## src/rtl/fitness_evaluator.sv

```systemverilog
// Fitness stage for the evolvable LE array: walks every input vector, lets the array
// settle, and counts output bits that agree with a latched target truth table.
module fitness_evaluator #(
    parameter  int IN     = 2,
    parameter  int OUT    = 1,
    parameter  int SETTLE = 1,
    localparam int FIT_W  = $clog2(OUT * 2**IN + 1)
) (
    input  logic                    clk,
    input  logic                    rst_n,
    input  logic                    start,
    input  logic [OUT*(2**IN)-1:0]  target,
    output logic [IN-1:0]           inp_o,
    input  logic [OUT-1:0]          circ_out,
    output logic                    busy,
    output logic                    done,
    output logic [FIT_W-1:0]        fitness,
    output logic                    perfect
);

    localparam int NVEC  = 2**IN;
    localparam int TT_W  = OUT * NVEC;
    localparam int CNT_W = (SETTLE > 1) ? $clog2(SETTLE) : 1;

    typedef enum logic [1:0] {
        S_IDLE,
        S_APPLY,
        S_SAMPLE,
        S_DONE
    } state_t;

    state_t             state_q, state_d;
    logic [TT_W-1:0]    tgt_q, tgt_d;
    logic [IN-1:0]      vec_q, vec_d;
    logic [CNT_W-1:0]   cnt_q, cnt_d;
    logic [FIT_W-1:0]   acc_q, acc_d;
    logic [FIT_W-1:0]   fit_q, fit_d;
    logic               perf_q, perf_d;

    logic [OUT-1:0]     tgt_slice;
    logic [FIT_W-1:0]   match_cnt;
    logic [FIT_W-1:0]   sum;

    assign tgt_slice = tgt_q[vec_q*OUT +: OUT];

    // Number of output bits of the current vector that agree with the target.
    always_comb begin
        match_cnt = '0;
        for (int unsigned k = 0; k < OUT; k++) begin
            if (circ_out[k] == tgt_slice[k]) begin
                match_cnt = match_cnt + FIT_W'(1);
            end
        end
    end

    assign sum = acc_q + match_cnt;

    always_comb begin
        state_d = state_q;
        tgt_d   = tgt_q;
        vec_d   = vec_q;
        cnt_d   = cnt_q;
        acc_d   = acc_q;
        fit_d   = fit_q;
        perf_d  = perf_q;
        case (state_q)
            S_IDLE: begin
                if (start) begin
                    tgt_d   = target;
                    vec_d   = '0;
                    cnt_d   = '0;
                    acc_d   = '0;
                    state_d = S_APPLY;
                end
            end
            S_APPLY: begin
                if (cnt_q == CNT_W'(SETTLE - 1)) begin
                    state_d = S_SAMPLE;
                end else begin
                    cnt_d = cnt_q + CNT_W'(1);
                end
            end
            S_SAMPLE: begin
                // Last vector is detected by value; vec never wraps back to 0.
                if (vec_q == '1) begin
                    fit_d   = sum;
                    perf_d  = (sum == FIT_W'(TT_W));
                    state_d = S_DONE;
                end else begin
                    acc_d   = sum;
                    vec_d   = vec_q + IN'(1);
                    cnt_d   = '0;
                    state_d = S_APPLY;
                end
            end
            S_DONE: begin
                state_d = S_IDLE;
            end
            default: begin
                state_d = S_IDLE;
            end
        endcase
    end

    always_ff @(posedge clk) begin
        if (!rst_n) begin
            state_q <= S_IDLE;
            tgt_q   <= '0;
            vec_q   <= '0;
            cnt_q   <= '0;
            acc_q   <= '0;
            fit_q   <= '0;
            perf_q  <= 1'b0;
        end else begin
            state_q <= state_d;
            tgt_q   <= tgt_d;
            vec_q   <= vec_d;
            cnt_q   <= cnt_d;
            acc_q   <= acc_d;
            fit_q   <= fit_d;
            perf_q  <= perf_d;
        end
    end

    // The vector register doubles as the array drive, so inp_o tracks vec exactly.
    assign inp_o   = vec_q;
    assign busy    = (state_q == S_APPLY) || (state_q == S_SAMPLE);
    assign done    = (state_q == S_DONE);
    assign fitness = fit_q;
    assign perfect = perf_q;

endmodule
```

## config.mk

```make
export PLATFORM = sky130hd
export DESIGN_NAME = fitness_evaluator
export DESIGN_NICKNAME = d
export VERILOG_FILES = /design/src/rtl/fitness_evaluator.sv
export SDC_FILE = /design/constraint.sdc
export NUM_CORES = 1
export LEC_CHECK = 0
export BUFFER_PORTS_ARGS = -buffer_cell sky130_fd_sc_hd__buf_4
export CORE_UTILIZATION = 45
export CTS_BUF_LIST = sky130_fd_sc_hd__clkbuf_4 sky130_fd_sc_hd__clkbuf_8 sky130_fd_sc_hd__clkbuf_16
export CTS_CLUSTER_SIZE = 14
export DETAILED_ROUTE_END_ITERATION = 8
export PLACE_DENSITY = 0.7
export SLEW_MARGIN = 25
export SYNTH_ARGS = -nofsm -noshare
export SYNTH_HDL_FRONTEND = slang
export SYNTH_SLANG_ARGS = --single-unit
```

## constraint.sdc

```tcl
create_clock -name clk -period 2.3 [get_ports clk]
set_input_delay 0.46 -clock clk [delete_from_list [all_inputs] [get_ports clk]]
set_output_delay 0.46 -clock clk [all_outputs]
set_load 0.02 [all_outputs]
```

==> qor.csv <==
metric,value,unit
worst_ep_arrival_time,2430,ps
fin_tns_setup,0,ps
count_of_antenna_diodes_in_the_layout,0,
cts-htree-levels,1,
critical_path.slowest_cell,mux4_2,
die_width,44.19,um
syn_area,800.8,sq um
worstSkewPairLatency,280,ps
rrSetupSlack,100,ps
worst-slew-pin-transition,345.5,ps
synth.ff_latch_count,15,
layout_cells_sized_above_1,23.76,%
post_drt_wl_per_cell,13.21,um
synthCells,86,
postRouteAntennaNets,0,
clkTransAtPathRegs,90,ps
critPathLaunch,inp_o[0],
number_of_nets_in_the_finished_design,117,
holdCritPathClass,input port to flop,
groute.usage.overall,18.83,%
cts-root-buf,clkbuf_4,
min_period,2204,ps
peakVddDrop,0.4479,mV
fin_area,942.2,sq um
r2r_start,inp_o[0],
power.density_cell_area,638.1,mW/mm^2
ios,16,
port_buffers,15,
timing.critical_path.required,2520,ps
grt_first_pass_wirelength,2635,um
core-area,0.001577,sq mm
worst_hold_path.num_cells,3,
hold_viol_final,0,
synth_area_leader_cell,dfxtp_1,
critPathCaptureType,flop,
maxSlewHeadroom,76.37,%
unique_masters_post_synth,27,
crit_path_max_incr_delay,510,ps
run_status,"finished, final reports clean",
setup_violations,0,
gp_congestion,0.7368,
rsz_0062_raised_after_global_routing,false,
global_route.overflow_total,0,
min-delay-start,target[2],
grt_antenna_before_repair,0,
p_leak,0.4192,nW
clkSinkCount,15,
min_period_over_period,95.81,%
total_number_of_vias,637,
design.die.area,0.001952,sq mm
worstSetupPathType,flop to flop,
path_max_fanout,6,
worstSetupEndpoint,perfect,
reg2reg_to,perfect,
skew,5.257,ps
yosys_warnings,0,
setup.worst_path.start_class,flop,
largest_net_degree_at_the_start_of_global_routing,20,
routed_wl,1545,um
post-synth-top-area-fraction,37.50,%
cts_tree,done,
dpl-instance-area,909.6,sq um
filler_cell_count,140,
clk_path_buf_depth,2,
cts_made_buffers,3,
drt_first_pass_iters,6,
first_global_vias,633,
die_height,44.19,um
syn_to_final_growth,17.66,%
synth_area_leaders,"dfxtp_1 (38%), ha_1 (11%), nand2_1 (8.0%), a21boi_1 (7.5%), nand3_1 (5.0%)",
drt-vias-per-instance,5.444,
drv_slew,0,
post_cts_hold_buffer_count,0,
syn_nets,101,
dp_hpwl,1139,um
synth_seq_area_share,37.50,%
timing.reg2reg.worst_path_depth,6,
fmax,453.8,MHz
drcViolationCount,0,
effective_utilization_at_floorplan,50.79,%
critical-path-top-cell-by-count,ha_1,
crit_chain,mux4_2 > xnor2_1 > ha_1 > ha_1 > or4_1 > a21boi_1,
row_count,14,
syn_avg_cell_area,9.311,sq um
drt_iter0_markers,10,
maxCapViolCount,0,
critical path, delay by kind of cell (launching register included):
| kind | cells | cell delay (ps) |
|---|---|---|
| adders and majority gates | 2 | 490 |
| and+or+nand+nor | 1 | 510 |
| xor gates and xnor gates | 1 | 140 |
| muxes | 1 | 510 |
| DFF | 1 | 380 |
| AOI/OAI and AO/OA | 1 | 120 |
logic make-up after synthesis:
| logic type | synth area share (%) |
|---|---|
| AND/OR/NAND/NOR | 23.28 |
| AO/OA/AOI/OAI | 15.00 |
| flip-flops | 37.50 |
| buffers and inverters | 4.531 |
| adder cells (fa/ha/maj) | 10.94 |
| multiplexers | 6.562 |
| XOR/XNOR | 2.188 |
worst min-delay path by stage:
stage                 endpoint  slack (ps)
global placement    fitness[1]         440
finish                tgt_q[2]         430
detailed placement     perfect         450
floorplan             tgt_q[2]         430
global route          tgt_q[0]         420
CTS                   tgt_q[2]         430
registers in the layout, summed over array words and instances (netlist names):
signal / flops
inp_o: 2
acc_q: 3
perfect: 1
state_q: 2
tgt_q: 4
fitness: 3
metal layers:
layer	up-vias	part of all wire [%]	GRT usage, %
met5	-	0	0
li1	327	-	-
met2	12	50	31.47
met1	296	45	20.81
met3	2	3.9	8.163
met4	0	1.2	7.879
synthesized netlist by cell type, drive strengths merged:
master,number
o2bb2ai,1
ha,7
inv,3
nor2b,1
clkbuf,1
and2,2
or4,1
o211a,1
dfxtp,15
o21ai,2
xnor2,2
a21oi,1
mux2i,3
nor3b,1
o211ai,1
nor2,2
buf,3
mux4,1
a21boi,8
o311a,1
nand2,18
a2111oi,1
nand3,8
nand2b,1
nor3,1
metrics by stage:
stage / setup slack [ps] / instances / hold slack [ps] / power [W] / util, %
global route: 3.176 / 117 / 419.0 / 0.0006377 / 59.76
CTS: 54.87 / 117 / 426.7 / 0.0006098 / 59.60
global placement: 121.6 / 113 / 442.4 / 0.0004402 / 57.70
floorplan: 77.42 / 86 / 431.9 / 0.0004062 / -
detailed placement: 72.36 / 113 / 447.9 / 0.0004464 / 57.70
finish: 96.31 / 117 / 434.5 / 0.0006012 / 59.76
area by class of cell:
class | instances | area (sq um) | area share (%)
multi-input combinational | 64 | 464.2 | 49.27
tap | 16 | 20.02 | 2.125
clock buffer | 4 | 30.03 | 3.187
inverter | 3 | 11.26 | 1.195
timing repair buffer | 15 | 112.6 | 11.95
sequential | 15 | 304.0 | 32.27
cells in the final DEF (no fill, tap or decap), types with 2 or more instances in the layout:
cell type / instances
nand2_1: 17
nor2_1: 2
buf_4: 15
and2_1: 2
mux2i_1: 3
dfxtp_1: 14
inv_1: 3
ha_1: 7
a21boi_1: 8
clkbuf_4: 4
o21ai_1: 2
nand3_1: 8
xnor2_1: 2
what timing repair did:
item,CTS,global route
buffers inserted,0,0
resized for setup,0,1
setup endpoints to repair,0,1
power by group:
group          internal [W]  total (W)  switching, W  leakage [nW]
Combinational     0.0000686   0.000156     0.0000871         0.278
Clock             0.0000791   0.000162     0.0000830        0.0184
Sequential         0.000273   0.000283     0.0000102         0.123
Total              0.000421   0.000601      0.000180         0.419
(Power assumes the default switching activity.)
